**config.mk**
```make
export PLATFORM = sky130hd
export DESIGN_NAME = fb_rd_arbiter_flat
export DESIGN_NICKNAME = d
export VERILOG_FILES = /design/src/rtl/fb_pkg.sv /design/src/rtl/fb_rd_arbiter_if.sv /design/src/rtl/fb_rd_arbiter.sv /design/src/flat_wrapper.sv
export SDC_FILE = /design/constraint.sdc
export NUM_CORES = 1
export LEC_CHECK = 0
export ABC_AREA = 1
export CAP_MARGIN = 15
export CORE_MARGIN = 4
export CORE_UTILIZATION = 25
export CTS_BUF_LIST = sky130_fd_sc_hd__clkbuf_16
export DETAILED_ROUTE_END_ITERATION = 16
export GPL_ROUTABILITY_DRIVEN = 0
export HOLD_SLACK_MARGIN = 0.12
export PLACE_DENSITY_LB_ADDON = 0.2
export SLEW_MARGIN = 30
export SYNTH_ARGS = -nofsm -noshare
export SYNTH_HDL_FRONTEND = slang
export SYNTH_SLANG_ARGS = --single-unit
```
**constraint.sdc**
```tcl
create_clock -name clk -period 1.45 [get_ports clk]
set_input_delay 0.3625 -clock clk [delete_from_list [all_inputs] [get_ports clk]]
set_output_delay 0.3625 -clock clk [all_outputs]
set_load 0.005 [all_outputs]
```
**src/rtl/fb_pkg.sv**
```systemverilog
// Shared types for the frame-buffer read arbiter: lock FSM states and the
// owner tag that follows each granted read down the latency pipe.
package fb_pkg;

    typedef enum logic [1:0] {
        IDLE,
        WAIT_VS,
        LOCKED
    } lock_state_t;

    typedef enum logic [1:0] {
        NONE,
        DISP,
        TX
    } owner_t;

endpackage

```
**src/rtl/fb_rd_arbiter_if.sv**
```systemverilog
// Read-side bus of the frame-buffer arbiter: display client, UART-TX client
// and the shared frame-buffer read port.
interface fb_rd_arbiter_if #(
    parameter int DATA_WIDTH = 8,
    parameter int ADDR_WIDTH = 16
);
    logic                    disp_oe;
    logic [ADDR_WIDTH-1:0]   disp_addr;
    logic [DATA_WIDTH*3-1:0] disp_rdata;
    logic                    disp_rvalid;

    logic                    tx_oe;
    logic [ADDR_WIDTH-1:0]   tx_addr;
    logic                    tx_gnt;
    logic [DATA_WIDTH*3-1:0] tx_rdata;
    logic                    tx_rvalid;

    logic                    fb_oe;
    logic [ADDR_WIDTH-1:0]   fb_addr;
    logic [DATA_WIDTH*3-1:0] fb_rdata;

    // Arbiter side
    modport slave (
        input  disp_oe, disp_addr, tx_oe, tx_addr, fb_rdata,
        output disp_rdata, disp_rvalid, tx_gnt, tx_rdata, tx_rvalid, fb_oe, fb_addr
    );

    // Clients plus frame-buffer side
    modport master (
        output disp_oe, disp_addr, tx_oe, tx_addr, fb_rdata,
        input  disp_rdata, disp_rvalid, tx_gnt, tx_rdata, tx_rvalid, fb_oe, fb_addr
    );
endinterface

```
**src/rtl/fb_rd_arbiter.sv**
```systemverilog
// Shares one frame-buffer read port between the display (strict priority) and
// a UART-TX reader that may only read while the frame is locked against writes.
module fb_rd_arbiter
    import fb_pkg::*;
#(
    parameter int DATA_WIDTH  = 8,
    parameter int TOTAL_BYTES = 176 * 240,
    parameter int ADDR_WIDTH  = $clog2(TOTAL_BYTES),
    parameter int RD_LATENCY  = 1
) (
    input  logic           clk,
    input  logic           reset,
    fb_rd_arbiter_if.slave bus,
    input  logic           tx_start,
    input  logic           tx_done,
    input  logic           vsync,
    output logic           lock_ready,
    output logic           wr_freeze
);

    lock_state_t state_q, state_d;
    logic        vs_q, vs_prev_q;
    logic        vs_rise;
    logic        wr_freeze_q, wr_freeze_d;
    logic        lock_ready_q, lock_ready_d;

    assign vs_rise = vs_q & ~vs_prev_q;

    always_comb begin
        state_d = state_q;
        unique case (state_q)
            IDLE:    if (tx_start) state_d = WAIT_VS;
            WAIT_VS: if (vs_rise)  state_d = LOCKED;
            LOCKED:  if (tx_done)  state_d = IDLE;
            default: state_d = IDLE;
        endcase
        wr_freeze_d  = (state_d == LOCKED);
        lock_ready_d = (state_d == LOCKED) && (state_q != LOCKED);
    end

    always_ff @(posedge clk or posedge reset) begin
        if (reset) begin
            state_q      <= IDLE;
            vs_q         <= 1'b0;
            vs_prev_q    <= 1'b0;
            wr_freeze_q  <= 1'b0;
            lock_ready_q <= 1'b0;
        end else begin
            state_q      <= state_d;
            vs_q         <= vsync;
            vs_prev_q    <= vs_q;
            wr_freeze_q  <= wr_freeze_d;
            lock_ready_q <= lock_ready_d;
        end
    end

    assign wr_freeze  = wr_freeze_q;
    assign lock_ready = lock_ready_q;

    // Grants are masked during reset so nothing reaches the frame buffer.
    logic                  disp_gnt, tx_gnt;
    logic [ADDR_WIDTH-1:0] addr_mux;
    owner_t                grant_tag;

    assign disp_gnt = bus.disp_oe & ~reset;
    assign tx_gnt   = bus.tx_oe & ~bus.disp_oe & (state_q == LOCKED) & ~reset;
    assign addr_mux = bus.disp_oe ? bus.disp_addr : bus.tx_addr;

    always_comb begin
        grant_tag = NONE;
        if (disp_gnt)    grant_tag = DISP;
        else if (tx_gnt) grant_tag = TX;
    end

    assign bus.tx_gnt  = tx_gnt;
    assign bus.fb_oe   = disp_gnt | tx_gnt;
    assign bus.fb_addr = addr_mux;

    // Owner tag rides alongside the frame-buffer read latency.
    owner_t tag_q [RD_LATENCY:1];
    owner_t tag_d [RD_LATENCY:1];

    always_comb begin
        tag_d[1] = grant_tag;
        for (int i = 2; i <= RD_LATENCY; i++) tag_d[i] = tag_q[i-1];
    end

    always_ff @(posedge clk or posedge reset) begin
        if (reset) begin
            for (int i = 1; i <= RD_LATENCY; i++) tag_q[i] <= NONE;
        end else begin
            tag_q <= tag_d;
        end
    end

    logic [DATA_WIDTH*3-1:0] pix;
    assign pix = bus.fb_rdata;

    assign bus.disp_rdata  = pix;
    assign bus.tx_rdata    = pix;
    assign bus.disp_rvalid = (tag_q[RD_LATENCY] == DISP);
    assign bus.tx_rvalid   = (tag_q[RD_LATENCY] == TX);

endmodule

```
**src/flat_wrapper.sv**
```systemverilog
// flat-port wrapper written by rule: the top's interface ports become plain ports
module fb_rd_arbiter_flat import fb_pkg::*;
#(
    parameter int DATA_WIDTH  = 8,
    parameter int TOTAL_BYTES = 176 * 240,
    parameter int ADDR_WIDTH  = $clog2(TOTAL_BYTES),
    parameter int RD_LATENCY  = 1
)
  (clk, reset, tx_start, tx_done, vsync, lock_ready, wr_freeze, bus_disp_oe, bus_disp_addr, bus_tx_oe, bus_tx_addr, bus_fb_rdata, bus_disp_rdata, bus_disp_rvalid, bus_tx_gnt, bus_tx_rdata, bus_tx_rvalid, bus_fb_oe, bus_fb_addr);
  fb_rd_arbiter_if #(.DATA_WIDTH(DATA_WIDTH), .ADDR_WIDTH(ADDR_WIDTH)) bus_i ();
  input  logic clk;
  input  logic reset;
  input  logic tx_start;
  input  logic tx_done;
  input  logic vsync;
  output logic lock_ready;
  output logic wr_freeze;
  input wire logic [$bits(bus_i.disp_oe)-1:0] bus_disp_oe;
  input wire logic [$bits(bus_i.disp_addr)-1:0] bus_disp_addr;
  input wire logic [$bits(bus_i.tx_oe)-1:0] bus_tx_oe;
  input wire logic [$bits(bus_i.tx_addr)-1:0] bus_tx_addr;
  input wire logic [$bits(bus_i.fb_rdata)-1:0] bus_fb_rdata;
  output wire logic [$bits(bus_i.disp_rdata)-1:0] bus_disp_rdata;
  output wire logic [$bits(bus_i.disp_rvalid)-1:0] bus_disp_rvalid;
  output wire logic [$bits(bus_i.tx_gnt)-1:0] bus_tx_gnt;
  output wire logic [$bits(bus_i.tx_rdata)-1:0] bus_tx_rdata;
  output wire logic [$bits(bus_i.tx_rvalid)-1:0] bus_tx_rvalid;
  output wire logic [$bits(bus_i.fb_oe)-1:0] bus_fb_oe;
  output wire logic [$bits(bus_i.fb_addr)-1:0] bus_fb_addr;
  assign bus_i.disp_oe = bus_disp_oe;
  assign bus_i.disp_addr = bus_disp_addr;
  assign bus_i.tx_oe = bus_tx_oe;
  assign bus_i.tx_addr = bus_tx_addr;
  assign bus_i.fb_rdata = bus_fb_rdata;
  assign bus_disp_rdata = bus_i.disp_rdata;
  assign bus_disp_rvalid = bus_i.disp_rvalid;
  assign bus_tx_gnt = bus_i.tx_gnt;
  assign bus_tx_rdata = bus_i.tx_rdata;
  assign bus_tx_rvalid = bus_i.tx_rvalid;
  assign bus_fb_oe = bus_i.fb_oe;
  assign bus_fb_addr = bus_i.fb_addr;
  fb_rd_arbiter #(.DATA_WIDTH(DATA_WIDTH), .TOTAL_BYTES(TOTAL_BYTES), .ADDR_WIDTH(ADDR_WIDTH), .RD_LATENCY(RD_LATENCY)) u_core (.clk(clk), .reset(reset), .bus(bus_i), .tx_start(tx_start), .tx_done(tx_done), .vsync(vsync), .lock_ready(lock_ready), .wr_freeze(wr_freeze));
endmodule
```
# Yosys cells after proc, flatten, opt, wreduce, memory -nomap -nowiden
# Cells that the tools add are included.
# W data, S select, Z words.
[word_totals]
regBits = 8
latch_bits = 0
ram_bits = 0
romBits = 0
inputBits = 63
mem_count = 0
[classes]
addsub = 0
mul = 0
n_div = 0
order_cmp = 0
n_eq_ne = 6
shifts = 0
muxes = 7
bitwise_logic = 9
reduce_logical = 2
[ops]
columns = ["operator", "n"]
rows = [
  ["$mux W16", 1],
  ["$mux W2", 5],
  ["$eq A2 B2 Y1 const B", 3],
  ["$pmux W2 S3", 1],
  ["$and A1 B1 Y1", 5],
  ["$eq A2 B1 Y1 const B", 2],
  ["$not A1 Y1", 3],
  ["$logic_not A2 Y1", 1],
  ["$ne A2 B2 Y1 const B", 1],
  ["$logic_and A1 B1 Y1", 1],
  ["$or A1 B1 Y1", 1],
]

# Logic depth before layout (Yosys ltp)
# Gate-level depths: netlist of run 1.
[depth]
depth_word = 6
mapped_depth = 5
ltp_nobuf = 4

# Least setup slack after synthesis of run 1
# OpenSTA, ideal clock, no wires.
[synth_path]
path_type = "input-to-output"
start = "in bus_disp_oe"
end = "out bus_fb_addr[10]"
arrival_time_ps = 778
required_time_ps = 1087
slack_ps = 310
path_stages = 5
n_path_buf = 2
cell_sequence = "buf_6 > inv_8 > buf_6 > nand2_1 > nand2_1"
[synth_between]
elab_chain_len = 1
[synth_lines]
columns = ["item", "line_no", "rtl"]
rows = [
  ["start, declared", "flat_wrapper.sv:18", "input wire logic [$bits(bus_i.disp_oe)-1:0] bus_disp_oe;"],
  ["$mux W16", "fb_rd_arbiter.sv:67", "assign addr_mux = bus.disp_oe ? bus.disp_addr : bus.tx_addr;"],
  ["end, declared", "flat_wrapper.sv:29", "output wire logic [$bits(bus_i.fb_addr)-1:0] bus_fb_addr;"],
]
# No other way between the ends.

# Worst setup path in the final report of run 1
[layout_path]
start = "in bus_disp_oe"
end = "out bus_fb_oe"
[layout_between]
elab_chain_len = 5
[layout_lines]
columns = ["item", "line_no", "rtl"]
rows = [
  ["$not A1 Y1", "fb_rd_arbiter.sv:66", "assign tx_gnt = bus.tx_oe & ~bus.disp_oe & (state_q == LOCKED) & ~reset;"],
  ["$and A1 B1 Y1 (3 in series)", "fb_rd_arbiter.sv:66", ""],
  ["$or A1 B1 Y1 (*)", "fb_rd_arbiter.sv:76", "assign bus.fb_oe = disp_gnt | tx_gnt;"],
  ["end, declared", "flat_wrapper.sv:28", "output wire logic [$bits(bus_i.fb_oe)-1:0] bus_fb_oe;"],
]
# Mark *: on every way between the ends. The rest lies on a longest branch, timed or not.

==> results of run 1 <==
worst min-delay path, delay by kind of cell:
family / cells / cell delay, ns
buffers and inverters: 3 / 0.49
path summary, 6_finish.rpt:
| kind | from | endpoint | slack (ns) | depth (start not counted) |
|---|---|---|---|---|
| min in group clk | u_core.vs_q | u_core.vs_prev_q | 0.38 | 0 |
| max in group asynchronous | reset | u_core.state_q[1] | 1.03 | 3 |
| worst min register to register | u_core.vs_q | u_core.vs_prev_q | 0.38 | 0 |
| worst max-delay path | bus_disp_oe | bus_fb_oe | -0.02 | 7 |
| worst max register to register | u_core.state_q[0] | u_core.tag_q[1] | 0.52 | 5 |
| worst min-delay path | reset | u_core.lock_ready | 0.29 | 3 |
timing repair:
| item | 4_1_cts | 5_1_grt |
|---|---|---|
| buffers inserted | 2 | 1 |
| gates resized for setup | 88 | 6 |
| cloned | 2 | 0 |
| setup endpoints to repair | 20 | 4 |
| pin swaps | 3 | 3 |
sequential cells by signal, indices dropped and copies added, names as in the netlist:
name,count
u_core.state_q,2
u_core.vs_q,1
u_core.vs_prev_q,1
u_core.lock_ready,1
u_core.wr_freeze,1
u_core.tag_q,2
logic make-up (layout without fill, tap and decap cells):
| kind of cell | count (synthesis) | count (layout) | synth area share |
|---|---|---|---|
| AND/OR/NAND/NOR | 63 | 63 | 0.2784 |
| AO/OA/AOI/OAI | 2 | 2 | 0.01108 |
| buffers and inverters | 61 | 83 | 0.4889 |
| flip-flops | 8 | 8 | 0.2216 |
cell type report:
type / instances / area [sq um] / area share
inverter: 10 / 45.04 / 0.03462
multi-input combinational: 65 / 281.5 / 0.2163
tap: 46 / 57.56 / 0.04423
timing repair buffer: 70 / 641.9 / 0.4933
sequential: 8 / 200.2 / 0.1538
clock buffer: 3 / 75.07 / 0.05769
power by group:
part,internal [mW],switching [mW],leakage [nW]
Combinational,0.242,0.147,0.587
Sequential,0.262,0.0239,0.102
Clock,0.355,0.105,0.0370
Total,0.859,0.275,0.727
metrics by stage:
stage,hold slack [ns],area (sq um),utilization,setup slack (ns),std cells
after CTS,0.2838,1272,0.3725,-0.06224,201
after global placement,0.3633,1215,0.3557,-0.6858,194
after floorplan,0.1862,903.4,-,0.3099,134
after detailed placement,0.3710,1215,0.3557,-0.7080,194
final,0.2910,1301,0.3810,-0.01760,202
after global routing,0.3330,1301,0.3810,-0.08073,202
layout by cell type, fill, tap and decap left out, types with 2 or more instances in the layout:
master	Yosys	routed
buf_2	0	18
buf_4	48	7
bufbuf_16	0	2
clkbuf_16	0	3
clkdlybuf4s50_1	0	32
dfrtp_1	8	8
dlygate4sd2_1	0	8
inv_1	9	8
nand2_1	50	48
nand2_2	5	7
nor2_1	6	4
o21ai_0	2	2
metal layers:
layer | vias to the layer above | part of all wire | GRT usage
met5 | - | 0 | 0
met4 | 0 | 0.029 | 0.06700
met3 | 17 | 0.15 | 0.05255
met2 | 50 | 0.49 | 0.1733
met1 | 347 | 0.33 | 0.09360
li1 | 393 | - | -
==> results.py, run 1 <==
metrics = {
    "status": {
        "status": "finished with violations",
        "violations": "setup timing",
    },
    "sta": {
        "setup_slack_ns": -0.01760,
        "fmax_mhz": 681.4,
        "fin_skew_ns": 0.001615,
        "fin_tns_setup_ns": -0.01760,
        "fin_crit_ns": 1.468,
        "rsz0062_at_grt": "true",
        "relSlewSlack": 0.8736,
        "slew_viol_final": 0,
        "setup_violations": 1,
        "worstMarginPinSlew_ns": 0.1876,
        "finalHoldViolations": 0,
        "post-route-period-util": 1.012,
    },
    "floorplan": {
        "std_cell_rows": 21,
        "core-area_sq_um": 3416,
        "die_x_um": 68.11,
        "dieArea_sq_um": 4639,
        "die_y_um": 68.11,
        "start_util": 0.2645,
        "ioPinCount": 133,
    },
    "pwr": {
        "max-vdd-ir-drop_mv": 0.3140,
        "power.leakage_nw": 0.7268,
        "powerDensity_nw_per_um2": 871.8,
        "p_total_mw": 1.134,
    },
    "clock_network": {
        "clkTransAtPathRegs_ns": 0.04,
        "clock-sinks": 8,
        "clk_root_buffer_cell": "clkbuf_16",
        "clk_latency_ns": 0.23,
        "cts_made_buffers": 3,
        "cts_tree": "yes",
        "cts_hold_buf": 0,
        "h-tree-depth": 1,
        "clock_path_buffers": 2,
    },
    "cells_and_area": {
        "areaGrowthSynthToFinish_pct": 44.04,
        "antenna_cells": 0,
        "nFillCells": 397,
        "drive_gt1_frac": 0.2821,
        "finalNetCount": 221,
    },
    "global_route": {
        "grt_pass1_wl_mm": 3.394,
        "grt.overflow.total": 0,
        "grtUsageTotal": 0.1014,
        "grt_pass1_vias": 810,
        "antenna_found_initial": 0,
        "grt_max_degree": 17,
    },
    "flow_run": {
        "cap_violations": 0,
    },
    "synthesis": {
        "synthArstFlopShare": 1.000,
        "synth_area_per_cell_sq_um": 6.742,
        "yosysSeqAreaShare": 0.2216,
        "synthFlopType": "dfrtp_1",
        "synth_area_leaders": "buf_4 (40%), dfrtp_1 (22%), nand2_1 (21%), inv_1 (3.7%), nand2_2 (3.5%)",
        "syn-cell-area_sq_um": 903.4,
        "yosysTopAreaCellShare": 0.3989,
        "synth_top_area_cell": "buf_4",
        "synthCells": 134,
        "synth_common_cells": "nand2_1 (50), buf_4 (48), inv_1 (9)",
        "synth_cell_types": 11,
        "ys_warn_count": 0,
        "synth-edff-count": 0,
        "synth.net_count": 197,
        "synth_most_common_cell": "nand2_1",
        "synth-seq-cells": 8,
    },
    "routing": {
        "drtPass1Iterations": 3,
        "drt_wl_total_mm": 2.381,
        "wl_per_cell_um": 11.79,
        "vias": 807,
        "vias_per_cell": 3.995,
        "drcViolationCount": 0,
        "antenna_left": 0,
        "drtIter0Drc": 4,
    },
    "critical_path": {
        "critPathMaxFanout": 5,
        "crit_arrival_ns": 1.11,
        "crit_family": "buffers and inverters",
        "crit_required_ns": 1.09,
        "cp_slowest_cell": "buf_4",
        "start_kind": "primary input",
        "crit_buf_inv": 4,
        "worstPathCellList": "buf_4 > buf_12 > nor2_2 > nand3_2 > buf_6 > nand2_2 > buf_2",
        "endpoint_kind": "output port",
        "worstSetupPathType": "primary input to output port",
        "critical_path.max_stage_delay_ns": 0.13,
    },
    "placement": {
        "dpl.hpwl_mm": 1.854,
        "io_buffers": 60,
    },
    "worst_hold_path": {
        "hold_class": "primary input to asynchronous set/reset pin",
    },
}
(Power assumes the default switching activity.)
==> run 2: changes to the inputs <==
Settings changed: PLACE_DENSITY from default to 0.86, PLACE_DENSITY_LB_ADDON 0.2 to default.
==> run 2 against run 1 <==
Flip-flop and latch count did not move. Critical path depth fell by 2. Sequential power hardly changed. Critical path type is now register to output port. The flow still finishes with violations (setup timing). Combinational power decreased by 3%. Critical endpoint unchanged. Largest cell class unchanged. Design area fell by 0.58%. Core utilization decreased by 0.22 points. Largest power group unchanged. Non-clock buffer count fell by 1.
==> results.py, run 2 (synthesized netlist as in run 1, its figures left out) <==
metrics = {
    "pwr": {
        "max-vdd-ir-drop_mv": 0.2926,
        "powerDensity_nw_per_um2": 868.0,
        "power.leakage_nw": 0.7281,
    },
    "placement": {
        "dpl.hpwl_mm": 1.724,
        "io_buffers": 60,
        "placedInstanceArea_sq_um": 1217,
    },
    "critical_path": {
        "rr_endpoint": "u_core.state_q[1]",
        "start_kind": "register",
        "crit_end": "bus_fb_oe",
        "r2r.worst_path.cells": 4,
        "worstSetupPathType": "register to output port",
        "rr_startpoint": "u_core.state_q[1]",
        "crit_required_ns": 1.09,
        "crit_start": "u_core.state_q[0]",
        "r2r_setup_slack_ns": 0.54,
        "critPathMaxFanout": 2,
        "endpoint_kind": "output port",
        "crit_arrival_ns": 1.12,
    },
    "routing": {
        "drtPass1Iterations": 4,
        "drt_wl_total_mm": 2.229,
        "drcViolationCount": 0,
        "vias": 775,
        "antenna_left": 0,
        "drtIter0Drc": 9,
        "wl_per_cell_um": 11.03,
        "vias_per_cell": 3.837,
    },
    "sta": {
        "finalHoldViolations": 0,
        "fin_hold_ws_ns": 0.2719,
        "fin_crit_ns": 1.481,
        "fin_skew_ns": 0.0006880,
        "worstMarginPinSlew_ns": 0.1575,
        "slew_viol_final": 0,
        "relSlewSlack": 0.8939,
        "setup_slack_ns": -0.03067,
        "setup_violations": 1,
        "fmax_mhz": 675.4,
        "post-route-period-util": 1.021,
        "rsz0062_at_grt": "true",
    },
    "global_route": {
        "grt.overflow.total": 0,
        "antenna_found_initial": 0,
        "grt_max_degree": 9,
        "grt_pass1_vias": 719,
        "grt_pass1_wl_mm": 3.111,
        "grtUsageTotal": 0.09435,
    },
    "clock_network": {
        "h-tree-depth": 1,
        "clock_path_buffers": 2,
        "cts_tree": "yes",
        "clock-sinks": 8,
        "clk_root_buffer_cell": "clkbuf_16",
        "clkTransAtPathRegs_ns": 0.04,
        "clk_latency_ns": 0.23,
        "cts_made_buffers": 3,
    },
    "floorplan": {
        "die_y_um": 68.11,
        "die_x_um": 68.11,
        "std_cell_rows": 21,
        "dieArea_sq_um": 4639,
        "ioPinCount": 133,
        "core-area_sq_um": 3416,
        "start_util": 0.2645,
    },
    "cells_and_area": {
        "antenna_cells": 0,
        "reg.largest.list": "u_core.state_q x2, u_core.tag_q x2",
        "finalNetCount": 221,
        "final_util": 0.3788,
        "layout_commonest_cell": "nand2_1",
        "areaGrowthSynthToFinish_pct": 43.21,
        "fin_area_sq_um": 1294,
        "final_cell_mix": "nand2_1 (49), clkdlybuf4s50_1 (33), buf_2 (18)",
        "drive_gt1_frac": 0.2756,
    },
    "status": {
        "violations": "setup timing",
        "status": "finished with violations",
    },
    "flow_run": {
        "cap_violations": 0,
    },
    "worst_hold_path": {
        "hold_class": "primary input to asynchronous set/reset pin",
    },
}
==> run 2: changes by cell type in the layout (fill, tap and decap cells not counted), sizes merged <==
cell / previous run / this run
bufbuf: 2 / 1
clkdlybuf4s50: 32 / 33
dlygate4sd2: 8 / 5
dlymetal6s2s: 1 / 3
inv: 10 / 11
==> run 2: worst max-delay path, cell delays in order (launching register included) <==
cell and delay [ns]:
dfrtp_1 0.40, nor2_4 0.12, nand3_2 0.09, buf_6 0.14, nand2_4 0.05, buf_6 0.09
==> run 2: cell type report <==
class	instances	area (sq um)
inverters	10	45.04
clock buffers	3	75.07
multi-input cells	65	284.0
well taps	46	57.56
flip-flops and latches	8	200.2
repair inverters	1	11.26
fillers	370	2122
repair buffers	69	620.6
==> run 2: report_power, final <==
| group | total [mW] | internal [mW] | switching, mW |
|---|---|---|---|
| combinational | 0.379 | 0.231 | 0.148 |
| clock | 0.456 | 0.355 | 0.101 |
| sequential | 0.288 | 0.262 | 0.0263 |
| total | 1.12 | 0.848 | 0.275 |
==> run 2: metrics by stage <==
stage | instances | TNS (ns) | power, mW | setup WS [ns]
after floorplan | 134 | 0 | 0.5138 | 0.3099
after global placement | 196 | -11.16 | 0.6647 | -0.6383
after detailed placement | 196 | -11.47 | 0.6721 | -0.6867
after CTS | 202 | -0.04845 | 1.119 | -0.04845
after global routing | 202 | -0.07292 | 1.181 | -0.07292
final | 202 | -0.03067 | 1.123 | -0.03067
==> run 2: worst min-delay path by stage <==
stage,start,endpoint,slack (ns),depth (start not counted)
5_1_grt,reset,u_core.state_q[0],0.30,3
4_1_cts,reset,u_core.vs_q,0.27,3
6_report,reset,u_core.state_q[0],0.27,3
3_5_place_dp,u_core.vs_q,u_core.vs_prev_q,0.38,0
3_3_place_gp,u_core.vs_q,u_core.vs_prev_q,0.37,0
2_1_floorplan,reset,u_core.lock_ready,0.19,1
==> run 2: routing by layer <==
metal	wire [um]	global-route usage	vias up
li1	-	-	396
met1	881	0.1086	318
met2	1023	0.1480	50
met3	255	0.02956	11
met4	70	0.06452	0
met5	0	0	-
==> run 2: repair_timing <==
| action | 4_1_cts | 5_1_grt |
|---|---|---|
| endpoints found under the hold margin | 0 | 0 |
| hold buffers | 0 | 0 |
| pin swaps | 6 | 7 |
| cloned | 2 | 0 |
| setup buffers | 1 | 0 |
| resized for setup | 90 | 8 |
| endpoints found under the setup margin | 20 | 7 |
==> run 3: changes to the inputs <==
Clock period 1.45 ns to 1.9 ns, I/O delays scaled along.
==> run 3 against run 2 <==
Combinational power decreased by 22%. The flow still finishes with violations (setup timing). Wire length increased by 3.3%. Setup slack improved by 0.027 ns. Global-route usage hardly changed. Largest power group unchanged. Count of clock-buffer cells in the layout did not move. Core utilization up 3.0 points. Hold slack improved by 0.0027 ns. Largest cell class unchanged.
==> results.py, run 3 (synthesized netlist as in run 1, its figures left out) <==
metrics = {
    "placement": {
        "placedInstanceArea_sq_um": 1195,
        "io_buffers": 60,
    },
    "global_route": {
        "grt_pass1_wl_mm": 3.291,
        "grtUsageTotal": 0.09456,
        "grt.overflow.total": 0,
        "grt_max_degree": 9,
        "antenna_found_initial": 0,
        "grt_pass1_vias": 740,
    },
    "cells_and_area": {
        "nFillCells": 356,
        "antenna_cells": 0,
        "finalNetCount": 228,
        "final_cell_mix": "nand2_1 (50), clkdlybuf4s50_1 (39), dlygate4sd2_1 (17)",
        "layout_commonest_cell": "nand2_1",
        "reg.largest.list": "u_core.state_q x2, u_core.tag_q x2",
        "areaGrowthSynthToFinish_pct": 54.57,
        "drive_gt1_frac": 0.2025,
        "fin_area_sq_um": 1396,
        "final_util": 0.4088,
    },
    "flow_run": {
        "cap_violations": 0,
    },
    "floorplan": {
        "die_y_um": 68.11,
        "dieArea_sq_um": 4639,
        "ioPinCount": 133,
        "start_util": 0.2645,
        "std_cell_rows": 21,
        "core-area_sq_um": 3416,
        "die_x_um": 68.11,
    },
    "sta": {
        "setup_slack_ns": -0.004066,
        "setup_violations": 1,
        "fin_crit_ns": 1.904,
        "fmax_mhz": 525.2,
        "fin_skew_ns": 0.0006433,
        "finalHoldViolations": 0,
        "relSlewSlack": 0.8436,
        "slew_viol_final": 0,
        "post-route-period-util": 1.002,
        "worstMarginPinSlew_ns": 0.2322,
    },
    "routing": {
        "vias": 805,
        "wl_per_cell_um": 11.01,
        "drtPass1Iterations": 4,
        "drtIter0Drc": 11,
        "drcViolationCount": 0,
        "drt_wl_total_mm": 2.302,
        "vias_per_cell": 3.852,
        "antenna_left": 0,
    },
    "critical_path": {
        "cp_slowest_cell": "dfrtp_1",
        "crit_arrival_ns": 2.07,
        "worstPathCellList": "inv_2 > nor2_2 > nand3_2 > buf_4 > buf_4 > buf_4 > buf_4 > buf_4 > buf_4 > buf_4 > buf_4 > buf_4 > inv_1",
        "start_kind": "register",
        "critical_path.max_stage_delay_ns": 0.36,
        "endpoint_kind": "register",
        "worstSetupPathType": "register to register",
        "crit_required_ns": 2.07,
        "critPathMaxFanout": 3,
        "cp_common_cell": "buf_4",
        "crit_family": "buffers and inverters",
        "crit_buf_inv": 11,
    },
    "pwr": {
        "seq_power_share": 0.258,
        "power.leakage_nw": 0.7478,
        "clkPwrFrac": 0.401,
        "switching_power_mw": 0.2123,
        "powerDensity_nw_per_um2": 619.4,
        "swShare": 0.2454,
        "p_comb_frac": 0.341,
        "max-vdd-ir-drop_mv": 0.2729,
        "power.internal_mw": 0.6527,
    },
    "clock_network": {
        "cts_made_buffers": 3,
        "cts_hold_buf": 0,
        "clk_latency_ns": 0.23,
        "clock-sinks": 8,
        "cts_tree": "yes",
        "clock_path_buffers": 2,
        "clk_root_buffer_cell": "clkbuf_16",
        "clkTransAtPathRegs_ns": 0.04,
        "h-tree-depth": 1,
    },
    "status": {
        "status": "finished with violations",
        "violations": "setup timing",
    },
    "worst_hold_path": {
        "hold_class": "primary input to asynchronous set/reset pin",
    },
}
-- run 3: changes by cell type in the layout (fill, tap and decap cells not counted), moves of 2 or more --
| cell | previous run | this run |
|---|---|---|
| buf_2 | 18 | 0 |
| buf_4 | 5 | 15 |
| buf_6 | 3 | 0 |
| clkdlybuf4s50_1 | 33 | 39 |
| dlygate4sd2_1 | 5 | 17 |
| dlymetal6s2s_1 | 3 | 1 |
| inv_8 | 2 | 0 |
-- run 3: final timing paths --
kind                              startpoint                end  slack (ns)  cells after the start
setup / recovery           u_core.state_q[1]    u_core.tag_q[1]      -0.004                     13
hold / removal                         reset  u_core.state_q[1]        0.27                      3
setup reg to reg           u_core.state_q[1]    u_core.tag_q[1]      -0.004                     13
hold reg to reg                  u_core.vs_q   u_core.vs_prev_q        0.39                      0
max in group asynchronous              reset    u_core.tag_q[1]        1.50                      3
min in group clk                 u_core.vs_q   u_core.vs_prev_q        0.39                      0
-- run 3: layout make-up --
type	instances	area [sq um]	area share
repair buffers	76	728.2	0.5215
multi-input cells	65	276.5	0.1980
flip-flops and latches	8	200.2	0.1434
clock buffers	3	75.07	0.05376
well taps	46	57.56	0.04122
inverters	10	50.05	0.03584
repair inverters	1	8.758	0.006272
-- run 3: metal layers --
metal / wire, um / GRT usage / vias to the layer above
li1: - / - / 407
met1: 845 / 0.1101 / 336
met2: 1083 / 0.1528 / 51
met3: 303 / 0.02791 / 11
met4: 69 / 0.05459 / 0
met5: 0 / 0 / -
-- run 3: through the flow --
stage                     total power [mW]  worst slack (ns)  std cells  setup TNS [ns]  hold slack (ns)
after floorplan                     0.3921            0.5349        134               0           0.2987
after global placement              0.4778           -0.4141        193          -7.051           0.3727
after detailed placement            0.4838           -0.4271        193          -7.228           0.3767
after CTS                           0.8343          -0.06155        208        -0.06155           0.3847
after global routing                0.9101          -0.07007        209        -0.07007           0.3084
final                               0.8650         -0.004066        209       -0.004066           0.2746
-- run 3: what timing repair did --
action                     CTS  global route
gates cloned                 2             0
pin swaps                    1             2
setup endpoints to repair   18             2
setup buffers               10             2
resized for setup           30             9
-- run 3: power by group through the flow --
stage	combinational (mW)	clock, mW	sequential, mW
after global placement	0.261	0	0.217
after floorplan	0.175	0	0.217
after CTS	0.268	0.348	0.218
final	0.295	0.346	0.223
after global routing	0.328	0.358	0.224
after detailed placement	0.263	0	0.221
-- run 3: worst register-to-register path, delay by kind of cell (launching register included) --
kind                   cells  cell delay, ns
buffers and inverters     11            1.22
and+or+nand+nor            2            0.28
DFF                        1            0.36
